<file path="config.mk">
export PLATFORM = sky130hd
export DESIGN_NAME = chunked_adder
export DESIGN_NICKNAME = d
export VERILOG_FILES = /design/src/rtl/chunked_adder.sv
export SDC_FILE = /design/constraint.sdc
export NUM_CORES = 1
export LEC_CHECK = 0
export BUFFER_PORTS_ARGS = -buffer_cell sky130_fd_sc_hd__buf_2
export CELL_PAD_IN_SITES_DETAIL_PLACEMENT = 1
export CELL_PAD_IN_SITES_GLOBAL_PLACEMENT = 1
export CORE_MARGIN = 2
export CORE_UTILIZATION = 39
export CTS_BUF_LIST = sky130_fd_sc_hd__clkbuf_4
export CTS_CLUSTER_DIAMETER = 40
export CTS_CLUSTER_SIZE = 10
export DETAILED_ROUTE_END_ITERATION = 10
export GPL_TIMING_DRIVEN = 0
export HOLD_SLACK_MARGIN = 0.12
export PLACE_DENSITY_LB_ADDON = 0.05
export SYNTH_ARGS = -nofsm -noshare
export SYNTH_HDL_FRONTEND = slang
export SYNTH_SLANG_ARGS = --single-unit
</file>
<file path="constraint.sdc">
create_clock -name clk -period 2.55 [get_ports clk]
set_clock_uncertainty 0.05 [all_clocks]
set_input_delay 0.51 -clock clk [delete_from_list [all_inputs] [get_ports clk]]
set_output_delay 0.51 -clock clk [all_outputs]
set_load 0.005 [all_outputs]
</file>
<file path="src/rtl/chunked_adder.sv">
// Multi-cycle WIDTH-bit adder: one CHUNK-bit ripple slice per cycle, carry registered between slices.
// Optional subtract mode is enabled by defining CHUNKED_ADDER_SUB_EN.
module chunked_adder #(
   parameter int unsigned WIDTH = 16,
   parameter int unsigned CHUNK = 4
) (
   input  logic             clk,
   input  logic             rst,
   input  logic             start,
   input  logic [WIDTH-1:0] a,
   input  logic [WIDTH-1:0] b,
   input  logic             cin,
`ifdef CHUNKED_ADDER_SUB_EN
   input  logic             sub,
`endif
   output logic             busy,
   output logic             done,
   output logic [WIDTH-1:0] sum,
   output logic             cout,
   output logic             ovf
);

   localparam int unsigned NCHUNK = WIDTH / CHUNK;
   localparam int unsigned IW     = (NCHUNK > 1) ? $clog2(NCHUNK) : 1;
   localparam logic [IW-1:0] LAST = IW'(NCHUNK - 1);

   typedef enum logic [1:0] {S_IDLE, S_RUN, S_DONE} state_t;

   state_t           state_q;
   logic [WIDTH-1:0] a_q, b_q, acc_q, sum_q;
   logic [IW-1:0]    idx_q;
   logic             carry_q, busy_q, done_q, cout_q, ovf_q;

   logic [CHUNK-1:0] a_sl, b_sl;
   logic [CHUNK:0]   slice_d;
   logic             msb_cin_d;
   logic [WIDTH-1:0] acc_d;

   // Current slice: CHUNK-bit add with the registered carry, merged into the accumulator
   always_comb begin
      a_sl      = a_q[idx_q*CHUNK +: CHUNK];
      b_sl      = b_q[idx_q*CHUNK +: CHUNK];
      slice_d   = {1'b0, a_sl} + {1'b0, b_sl} + (CHUNK+1)'(carry_q);
      msb_cin_d = a_sl[CHUNK-1] ^ b_sl[CHUNK-1] ^ slice_d[CHUNK-1];
      acc_d     = acc_q;
      acc_d[idx_q*CHUNK +: CHUNK] = slice_d[CHUNK-1:0];
   end

   always_ff @(posedge clk) begin
      if (rst) begin
         state_q <= S_IDLE;
         a_q     <= '0;
         b_q     <= '0;
         acc_q   <= '0;
         idx_q   <= '0;
         carry_q <= 1'b0;
         busy_q  <= 1'b0;
         done_q  <= 1'b0;
         sum_q   <= '0;
         cout_q  <= 1'b0;
         ovf_q   <= 1'b0;
      end else begin
         done_q <= 1'b0;
         case (state_q)
            S_IDLE, S_DONE: begin
               if (start) begin
                  a_q     <= a;
                  idx_q   <= '0;
                  busy_q  <= 1'b1;
                  state_q <= S_RUN;
`ifdef CHUNKED_ADDER_SUB_EN
                  b_q     <= sub ? ~b : b;
                  carry_q <= sub | cin;
`else
                  b_q     <= b;
                  carry_q <= cin;
`endif
               end else begin
                  state_q <= S_IDLE;
               end
            end
            S_RUN: begin
               acc_q   <= acc_d;
               carry_q <= slice_d[CHUNK];
               idx_q   <= idx_q + 1'b1;
               // Last slice publishes the result; outputs are otherwise held
               if (idx_q == LAST) begin
                  idx_q   <= '0;
                  sum_q   <= acc_d;
                  cout_q  <= slice_d[CHUNK];
                  ovf_q   <= msb_cin_d ^ slice_d[CHUNK];
                  busy_q  <= 1'b0;
                  done_q  <= 1'b1;
                  state_q <= S_DONE;
               end
            end
            default: state_q <= S_IDLE;
         endcase
      end
   end

   assign busy = busy_q;
   assign done = done_q;
   assign sum  = sum_q;
   assign cout = cout_q;
   assign ovf  = ovf_q;

endmodule

</file>
## Word-level counts from Yosys, hierarchy flattened

Index checks and enable logic that the tools add are counted.

- Flip-flop bits (word level): 73
- Output and inout bits: 20

- Add/subtract/negate cells: 4
- Equality and inequality tests: 5
- Shift operators: 4
- Mux-type cells: 13
- Bitwise operators: 4
- Reduce and logical (&&, ||, !) cells: 8

Operators by type and width:

| kind | count |
|---|---|
| negation 4 -> 34 bit | 1 |
| variable shift 4 x 34 -> 16 bit (first input constant) | 1 |
| indexed part select 4 x 34 -> 16 bit | 1 |
| indexed part select 16 x 5 -> 4 bit | 2 |
| bitwise mux 16 bit | 1 |
| case mux 2 bit (2 select lines) | 2 |
| 2-to-1 mux 2 bit | 3 |
| AND reduction 2 bit | 3 |
| adder 4 x 4 -> 5 bit | 1 |
| adder 5 x 1 -> 5 bit | 1 |
| 2-to-1 mux 1 bit | 5 |
| equality test 2 bit (second input constant) | 2 |
| != test 2 bit (second input constant) | 2 |
| case mux 1 bit (2 select lines) | 2 |
| OR reduction 2 bit | 2 |
| AND reduction 3 bit | 1 |
| bitwise XOR 1 bit | 3 |
| adder 2 x 1 -> 2 bit (second input constant) | 1 |
| equality test 2 x 1 -> 1 bit (second input constant) | 1 |
| zero test 2 bit | 1 |
| nonzero test 2 bit | 1 |
| NOT 1 bit | 1 |

## Longest topological paths before layout

Gate-level depths: netlist of the first run.

- Word-level depth: 5
- Mapped depth: 9
- Gate-level depth less buffers: 8

## Worst setup path before layout of the first run

No wires, ideal clock.

- Path type: register to register
- From: register idx_q[0]
- To: register acc_q[5]
- Library setup time: 86 ps
- Arrival: 2480 ps
- Data required time: 2414 ps
- Setup slack: -66 ps
- Cell stages (with the launch flop): 9
- Path through: dfxtp_1 > buf_6 > mux4_2 > fa_1 > inv_1 > fa_1 > nor2_1 > a41oi_1 > a211oi_1

- Cells in the longest elaborated chain, start to end: 5
- Elaborated cells on any way between the ends: 8

RTL lines:

| what | RTL line | RTL |
|---|---|---|
| start: declaration | 31 | `logic [IW-1:0] idx_q;` |
| start signal: assignment | 85 | `idx_q <= idx_q + 1'b1;` |
| indexed part select 16 x 5 -> 4 bit, on equally long branches | 41, 42 |  |
| adder 4 x 4 -> 5 bit | 43 | `slice_d = {1'b0, a_sl} + {1'b0, b_sl} + (CHUNK+1)'(carry_q);` |
| adder 5 x 1 -> 5 bit | 43 |  |
| indexed part select 4 x 34 -> 16 bit | 46 | `acc_d[idx_q*CHUNK +: CHUNK] = slice_d[CHUNK-1:0];` |
| bitwise mux 16 bit * | 46 |  |
| end signal: assignment | 54 | `acc_q <= '0;` |
| end signal: assignment | 83 | `acc_q <= acc_d;` |
| end: declaration | 30 | `logic [WIDTH-1:0] a_q, b_q, acc_q, sum_q;` |

Mark *: on every way between the ends. The rest lies on a longest branch, timed or not.
A chain may end at the register's enable or synchronous reset.

## Final worst setup path of the first run

Same ends and word-level chain as after synthesis.

==> impl_metrics.json, run 1 <==
{
  "status": "finished clean",
  "r2r_cells": 7,
  "maxSlewViolCount": 0,
  "ioPinCount": 56,
  "hold_path_class": "input port to register",
  "syn_to_final_growth_pct": 22.8,
  "setup_viol": 0,
  "instances_no_fill": 535,
  "die_area_mm2": 0.00901,
  "overflow": 0,
  "postSynthAreaPerCell_um2": 9.08,
  "ys_seq_area_share_pct": 45.3,
  "clk_latency_ps": 440,
  "min-delay-start": "rst",
  "n_fill_cell": 975,
  "layout-drive-gt1-share_pct": 29.3,
  "die_h_um": 94.9,
  "placed_cells": 514,
  "via_count": 2761,
  "synth_async_sr_flop_share_pct": 0,
  "powerDensity_mw_per_mm2": 598,
  "portBuffers": 54,
  "start_kind": "register",
  "maxCapViolations": 0,
  "grt_antenna_before_repair": 0,
  "num_rows": 33,
  "path_common_cell": "fa_2",
  "path_class": "register to register",
  "final_cell_mix": "nand2_1 (84), dfxtp_1 (71), buf_2 (61)",
  "clockBufferDepth": 2,
  "wl_met2_mm": 4.42,
  "cts_root_buf": "clkbuf_4",
  "relSlewSlack_pct": 59.4,
  "cts_tree": "yes",
  "yosysWarnings": 0,
  "crit_buf_inv": 1,
  "start_util_pct": 39.6,
  "clkSlewWorstSetupHoldPaths_ps": 120,
  "fmax_mhz": 394,
  "worstPathMaxFanout": 7,
  "r2r_slack_ps": 10,
  "htree_levels": 3,
  "drc_errors": 0,
  "clock_sinks": 73,
  "layout_setup_ws_ps": 11.2,
  "synth_edf_count": 0,
  "cts_hold_buffers": 0,
  "period_share_pct": 99.6,
  "grt_max_degree": 13,
  "grt_pass1_vias": 2738,
  "fin_nets": 473,
  "mostFrequentLayoutCell": "nand2_1",
  "top_layer": "met4",
  "synth_nets": 402,
  "cp-end-kind": "register",
  "post-place-ws_ps": -293,
  "reg2reg_from": "idx_q[0]",
  "min_period_ps": 2540,
  "reg2reg_to": "acc_q[5]",
  "grt.total_usage_pct": 20.6,
  "drt-initial-drc-count": 58,
  "firstDrtPassIters": 4,
  "cts_buffers": 9,
  "die_w_um": 94.9,
  "crit_arrival_ps": 2860,
  "rsz0062_at_grt": "yes",
  "gp_congestion": 0.829,
  "hold_viol": 0,
  "diodes": 0,
  "met3_wirelength_um": 261,
  "p_leak_nw": 1.58,
  "ant_nets": 0,
  "critPathTopFamily": "adder cells",
  "worst_pin_slew_ps": 608,
  "ys_ff_latch": 73,
  "critPathMaxStageDelay_ps": 550,
  "final_util_pct": 48.7,
  "worstPathRequired_ps": 2870,
  "syn_area_mm2": 0.00322,
  "vias_per_cell": 5.16,
  "min_to": "state_q[0]",
  "grt_pass1_wl_mm": 13.9,
  "fin_hold_ws_ps": 242,
  "core-area_mm2": 0.00813,
  "drt_wl_total_mm": 8.64,
  "syn_inst": 355,
  "synth_ff_type": "dfxtp_1",
  "cp_cell_sequence": "mux4_2 -> fa_2 -> inv_2 -> fa_2 -> nor2_4 -> a41oi_2 -> a211oi_2",
  "ys_types": 44,
  "slowest_stage": "mux4_2",
  "wl_per_cell_um": 16.2,
  "total_power_w": 0.00237,
  "irDropWorstVdd_uv": 233,
  "wirelength_met1_mm": 3.78,
  "dpl.hpwl_mm": 6.12,
  "hold_path_depth": 2
}
## synth_stat cells (5+ instances only)
library cell  number  area [µm²]
nor2_1            17        63.8
o22ai_1            5        31.3
nand3b_1           9        67.6
a22o_1             6        52.6
buf_2              7        35.0
mux4_2             8         180
o21ai_0            8        40.0
a211oi_1           6        45.0
nand2_1           84         315
dfxtp_1           73        1460
clkbuf_1          10        37.5
ha_1               9         113
a21oi_1           39         195
inv_1             12        45.0
nor2b_1           11        68.8
## power by group
part | internal [W] | switching, W
combinational | 0.000175 | 0.000242
sequential | 0.00119 | 0.0000270
clock | 0.000305 | 0.000429
## per-stage QoR
step | TNS (ps) | area [µm²]
final | 0 | 3960
after global routing | -493 | 3960
after CTS | -4.09 | 3870
after detailed placement | -3720 | 3630
after global placement | -2800 | 3630
after floorplan | 0 | 3230
## flip-flops by register name, indices dropped and copies added, names as in the netlist
signal   flops
acc_q       16
busy         1
state_q      2
idx_q        2
ovf          1
carry_q      1
done         1
cout         1
sum         16
b_q         16
a_q         16
## repair_timing
action | 4_1_cts | 5_1_grt
setup endpoints to repair | 28 | 24
pin swaps | 6 | 5
gates resized for setup | 14 | 18
setup buffers | 5 | 2
## layer usage
metal | global-route usage [%] | up-vias
li1 | - | 1370
met1 | 25.1 | 1333
met2 | 35.4 | 44
met3 | 4.31 | 14
met4 | 8.09 | 0
met5 | 0 | -
## cells by family (layout without fill, tap and decap cells)
family          count (synthesis)  count (layout)  share of synthesized area [%]
compound gates                 88              88                           17.7
xor+xnor                        3               3                           1.28
fa+ha+maj                      11              11                           4.73
buf+inv                        35             110                           5.51
flops                          73              73                           45.3
mux                             8               8                           5.59
simple gates                  137             137                           19.8
## layout make-up
cell class / count / area [µm²] / area share, %
repair buffers: 61 / 335 / 8.47
flip-flops and latches: 73 / 1470 / 37.0
clock inverters: 5 / 57.6 / 1.45
plain buffers: 22 / 131 / 3.32
clock buffers: 10 / 75.1 / 1.90
inverters: 12 / 45.0 / 1.14
multi-input cells: 247 / 1720 / 43.4
well taps: 105 / 131 / 3.32
## how the worst max path moves through the flow
stage	depth (start not counted)	start	slack [ps]	end
6_report	7	idx_q[0]	10	acc_q[5]
5_1_grt	7	idx_q[0]	-100	acc_q[5]
4_1_cts	8	idx_q[0]	-4	acc_q[5]
3_5_place_dp	8	idx_q[0]	-290	acc_q[5]
3_3_place_gp	8	idx_q[0]	-250	acc_q[5]
2_1_floorplan	8	idx_q[0]	7	acc_q[5]
(Power assumes the default switching activity.)
==> run 2: changes to the inputs <==
--- a/config.mk
+++ b/config.mk
@@ -5,11 +5,12 @@
 export SDC_FILE = /design/constraint.sdc
 export NUM_CORES = 1
 export LEC_CHECK = 0
+export ABC_AREA = 1
 export BUFFER_PORTS_ARGS = -buffer_cell sky130_fd_sc_hd__buf_2
 export CELL_PAD_IN_SITES_DETAIL_PLACEMENT = 1
 export CELL_PAD_IN_SITES_GLOBAL_PLACEMENT = 1
 export CORE_MARGIN = 2
-export CORE_UTILIZATION = 39
+export CORE_UTILIZATION = 42
 export CTS_BUF_LIST = sky130_fd_sc_hd__clkbuf_4
 export CTS_CLUSTER_DIAMETER = 40
 export CTS_CLUSTER_SIZE = 10
==> constraint.sdc (replaced) <==
create_clock -name clk -period 2.8 [get_ports clk]
set_clock_uncertainty 0.05 [all_clocks]
set_input_delay 0.56 -clock clk [delete_from_list [all_inputs] [get_ports clk]]
set_output_delay 0.56 -clock clk [all_outputs]
set_load 0.005 [all_outputs]
==> impl_metrics.json, run 2 <==
{
  "reg2reg_to": "acc_q[13]",
  "p_leak_nw": 1.89,
  "grt_pass1_vias": 3072,
  "fin_nets": 552,
  "worstPathMaxFanout": 12,
  "status": "finished clean",
  "die_h_um": 91.8,
  "critPathLaunch": "idx_q[0]",
  "crit_arrival_ps": 2980,
  "via_count": 3043,
  "mostFrequentLayoutCell": "nor2_1",
  "gp_congestion": 0.869,
  "r2r_cells": 13,
  "dpl_cell_area_mm2": 0.00364,
  "cts_buffers": 9,
  "drc_errors": 0,
  "p_comb_share_pct": 19.6,
  "clkSlewWorstSetupHoldPaths_ps": 120,
  "vias_per_cell": 4.98,
  "grt_antenna_before_repair": 0,
  "ys_ff_latch": 73,
  "p_clk_share_pct": 31.4,
  "synth_edf_count": 0,
  "synth_nets": 485,
  "drt_wl_total_mm": 8.86,
  "syn_to_final_growth_pct": 19.2,
  "relSlewSlack_pct": 64.5,
  "overflow": 0,
  "switching_share_pct": 30.3,
  "final_cell_mix": "nor2_1 (87), dfxtp_1 (71), nand2_1 (62)",
  "clk_latency_ps": 430,
  "layout-drive-gt1-share_pct": 20.4,
  "yosys.area.top_type": "dfxtp_1",
  "setup_viol": 0,
  "worstPathRequired_ps": 3130,
  "path_class": "register to register",
  "cp-end-kind": "register",
  "irDropWorstVdd_uv": 249,
  "wl_per_cell_um": 14.5,
  "r2r_slack_ps": 150,
  "cts_hold_buffers": 0,
  "layout_setup_ws_ps": 149,
  "maxCapViolations": 0,
  "cts_tree": "yes",
  "n_fill_cell": 1016,
  "synth_top_area_share_pct": 45.1,
  "postSynthAreaPerCell_um2": 7.39,
  "start_kind": "register",
  "critPathMaxStageDelay_ps": 480,
  "num_rows": 32,
  "powerDensity_mw_per_mm2": 605,
  "final_cell_area_mm2": 0.00386,
  "dpl.hpwl_mm": 6.61,
  "post-place-ws_ps": -187,
  "start_util_pct": 42.6,
  "grt_max_degree": 13,
  "firstDrtPassIters": 4,
  "worst_pin_slew_ps": 532,
  "syn_inst": 438,
  "syn_area_mm2": 0.00324,
  "clockBufferDepth": 2,
  "rsz0062_at_grt": "no",
  "pwr-share-seq_pct": 48.9,
  "reg2reg_from": "idx_q[0]",
  "synth_ff_type": "dfxtp_1",
  "hold_path_class": "input port to register",
  "die_area_mm2": 0.00843,
  "ys_types": 30,
  "crit_end": "acc_q[13]",
  "ys_seq_area_share_pct": 45.1,
  "htree_levels": 3,
  "synth_common_cells": "nor2_1 (90), dfxtp_1 (73), nand2_1 (62)",
  "fin_hold_ws_ps": 325,
  "clock_sinks": 73,
  "slowest_stage": "fa_2",
  "maxSlewViolCount": 0,
  "yosysWarnings": 0,
  "cts_root_buf": "clkbuf_4",
  "grt.total_usage_pct": 22.2,
  "final_util_pct": 50.8,
  "min_period_ps": 2650,
  "intPower_w": 0.00163,
  "synth_async_sr_flop_share_pct": 0,
  "ioPinCount": 56,
  "yosysMostFrequentCell": "nor2_1",
  "fmax_mhz": 377,
  "p_sw_w": 0.000708,
  "drt-initial-drc-count": 65,
  "synth.area.top_cells": "dfxtp_1 (45%), nor2_1 (10%), o21ai_0 (9.4%), nand2_1 (7.2%), inv_1 (5.7%)",
  "cp_cell_sequence": "inv_2 -> buf_6 -> buf_6 -> nor2_2 -> o22ai_2 -> fa_1 -> inv_1 -> fa_2 -> nor2_4 -> nand2_1 -> o22ai_2 -> o21ai_0 -> inv_1",
  "grt_pass1_wl_mm": 14.6,
  "period_share_pct": 94.7,
  "hold_viol": 0,
  "die_w_um": 91.8,
  "diodes": 0,
  "ant_nets": 0,
  "portBuffers": 54,
  "core-area_mm2": 0.00761
}
-- run 2: cell count changes in the layout (fill, tap and decap cells not counted), sizes merged, moves of 6 or more --
cell    delta
nor2      +75
o21ai     +55
inv       +42
a21oi     -25
nand2     -20
nor2b     -12
nand3b    -11
mux4       -8
o22ai      +8
nand3      +7
a211oi     -6
-- run 2: area by class of cell --
cell class	instances	area (µm²)	share of cell area, %
multi-input combinational	288	1490	38.5
sequential	73	1470	38.0
timing repair buffer	56	285	7.39
inverter	56	218	5.64
tap	102	128	3.31
buffer	21	123	3.18
clock inverter	6	83.8	2.17
clock buffer	9	67.6	1.75
-- run 2: what timing repair did --
item | CTS | global route
setup buffers | 0 | 2
resized for setup | 11 | 8
endpoints found under the setup margin | 15 | 15
pin swaps | 0 | 3
-- run 2: kinds of logic after synthesis --
family | synth area share (%)
compound gates | 18.9
flops | 45.1
fa+ha+maj | 4.71
buf+inv | 10.1
simple gates | 21.2
-- run 2: metrics by stage --
step | total power (W) | std cells | setup TNS [ps]
after global routing | 0.00247 | 611 | 0
after global placement | 0.00158 | 594 | -1080
after detailed placement | 0.00159 | 594 | -1530
after floorplan | 0.00145 | 438 | 0
final | 0.00234 | 611 | 0
after CTS | 0.00234 | 609 | 0
-- run 2: how the worst min path moves through the flow --
stage / startpoint / end / slack (ps) / cells after the start
after floorplan: ovf / ovf / 400 / 2
after global placement: sum[6] / sum[6] / 380 / 2
after detailed placement: sum[11] / sum[11] / 390 / 2
after CTS: a[8] / a_q[8] / 310 / 3
after global routing: a[6] / a_q[6] / 310 / 3
final: a[8] / a_q[8] / 330 / 3
-- run 2: power by group through the flow --
stage                     combinational [W]  sequential [W]  clock, W
after floorplan                    0.000301         0.00115         0
after global placement             0.000416         0.00116         0
after detailed placement           0.000427         0.00117         0
after CTS                          0.000443         0.00114  0.000749
after global routing               0.000523         0.00115  0.000800
final                              0.000459         0.00114  0.000734
-- run 2: layer usage --
| layer | share of wire, % | GRT usage [%] | vias to the layer above |
|---|---|---|---|
| met3 | 3.3 | 5.18 | 10 |
| met5 | 0 | 0 | - |
| met4 | 1.9 | 7.46 | 0 |
| met2 | 54 | 41.9 | 55 |
| met1 | 41 | 24.3 | 1433 |
| li1 | - | - | 1545 |
-- run 2: worst max-delay path, delay by kind of cell (launching register included) --
family,cells,cell delay [ps]
AO/OA/AOI/OAI,3,380
adder cells (fa/ha/maj),2,900
buffers and inverters,5,510
flip-flops,1,400
AND/OR/NAND/NOR,3,350
==> run 3: changes to the inputs <==
--- a/config.mk
+++ b/config.mk
@@ -17,7 +17,7 @@
 export DETAILED_ROUTE_END_ITERATION = 10
 export GPL_TIMING_DRIVEN = 0
 export HOLD_SLACK_MARGIN = 0.12
-export PLACE_DENSITY_LB_ADDON = 0.05
+export PLACE_DENSITY_LB_ADDON = 0.1
 export SYNTH_ARGS = -nofsm -noshare
 export SYNTH_HDL_FRONTEND = slang
 export SYNTH_SLANG_ARGS = --single-unit
==> impl_metrics.json, run 3 (synthesis results as in run 2) <==
{
  "status": "finished clean",
  "start_kind": "register",
  "clockBufferDepth": 2,
  "dpl.hpwl_mm": 6.75,
  "rsz0062_at_grt": "no",
  "fin_nets": 550,
  "fmax_mhz": 377,
  "min_period_ps": 2650,
  "ioPinCount": 56,
  "die_area_mm2": 0.00843,
  "worst_pin_slew_ps": 527,
  "overflow": 0,
  "worstPathRequired_ps": 3120,
  "grt_max_degree": 13,
  "hold_viol": 0,
  "irDropWorstVdd_uv": 285,
  "drt_wl_total_mm": 8.94,
  "critPathMaxStageDelay_ps": 450,
  "slowest_stage": "fa_1",
  "diodes": 0,
  "vias_per_cell": 4.97,
  "mostFrequentLayoutCell": "nor2_1",
  "final_cell_mix": "nor2_1 (87), dfxtp_1 (71), nand2_1 (62)",
  "cts_buffers": 9,
  "clock_sinks": 73,
  "maxSlewViolCount": 0,
  "cp-end-kind": "register",
  "relSlewSlack_pct": 64.9,
  "core-area_mm2": 0.00761,
  "die_h_um": 91.8,
  "cts_root_buf": "clkbuf_4",
  "grt_antenna_before_repair": 0,
  "hold_path_class": "input port to register",
  "crit_arrival_ps": 2970,
  "wl_per_cell_um": 14.7,
  "powerDensity_mw_per_mm2": 585,
  "via_count": 3029,
  "clkSlewWorstSetupHoldPaths_ps": 110,
  "num_rows": 32,
  "layout-drive-gt1-share_pct": 20.5,
  "cp_cell_sequence": "inv_2 -> buf_6 -> buf_8 -> nor2_2 -> o22ai_2 -> fa_2 -> inv_1 -> fa_1 -> nor2_2 -> nand2_1 -> o22ai_2 -> o21ai_0 -> inv_1",
  "period_share_pct": 94.8,
  "final_util_pct": 50.4,
  "grt_pass1_vias": 3154,
  "path_class": "register to register",
  "gp_congestion": 0.835,
  "p_leak_nw": 1.88,
  "firstDrtPassIters": 4,
  "start_util_pct": 42.6,
  "grt_pass1_wl_mm": 14.9,
  "worstPathMaxFanout": 12,
  "clk_latency_ps": 420,
  "syn_to_final_growth_pct": 18.4,
  "drt-initial-drc-count": 80,
  "setup_viol": 0,
  "maxCapViolations": 0,
  "htree_levels": 3,
  "drc_errors": 0,
  "cts_tree": "yes",
  "grt.total_usage_pct": 22.3,
  "portBuffers": 54,
  "setup-tns-final_ps": 0,
  "fin_hold_ws_ps": 333,
  "ant_nets": 0,
  "die_w_um": 91.8
}
-- run 3: final cells by class --
class	instances	area, µm²
buffer	21	126
clock buffer	10	75.1
clock inverter	6	58.8
inverter	56	218
multi-input combinational	288	1490
tap	102	128
sequential	73	1470
timing repair buffer	54	270
fill	1014	3770
-- run 3: routing by layer --
layer | wire (µm) | vias to the layer above | GRT usage [%]
met4 | 262 | 0 | 9.33
met3 | 210 | 19 | 2.96
met1 | 3700 | 1412 | 24.8
li1 | - | 1543 | -
met5 | 0 | - | 0
met2 | 4770 | 55 | 42.3
-- run 3: where the power goes --
part | switching (W) | internal, W | leakage, nW
sequential | 0.0000385 | 0.00110 | 0.601
combinational | 0.000290 | 0.000163 | 1.21
clock | 0.000370 | 0.000276 | 0.0698
total | 0.000699 | 0.00154 | 1.88
-- run 3: critical path, delay by kind of cell (launching register included) --
kind,cells,cell delay (ps)
fa+ha+maj,2,830
buf+inv,5,500
simple gates,3,420
compound gates,3,410
flops,1,400
-- run 3: path summary, 6_finish.rpt --
kind                                  end  slack, ps  startpoint  depth (start not counted)
worst min-delay path              a_q[13]        330       a[13]                          3
worst min register to register    sum[11]        400     sum[11]                          2
worst max register to register  acc_q[13]        150    idx_q[0]                         13
worst max-delay path            acc_q[13]        150    idx_q[0]                         13
-- run 3: stage by stage --
stage	total power (W)	setup slack, ps	cells	cell area [µm²]
6_report	0.00224	146	610	3830
3_3_place_gp	0.00158	-201	594	3640
4_1_cts	0.00226	11.3	610	3800
3_5_place_dp	0.00160	-251	594	3640
2_1_floorplan	0.00145	330	438	3240
5_1_grt	0.00237	2.88	610	3830
-- run 3: repair_timing --
item,CTS,global route
setup buffers,0,0
gates resized for setup,9,10
cloned,0,0
endpoints found under the hold margin,0,0
hold buffers,0,0
setup endpoints to repair,16,16
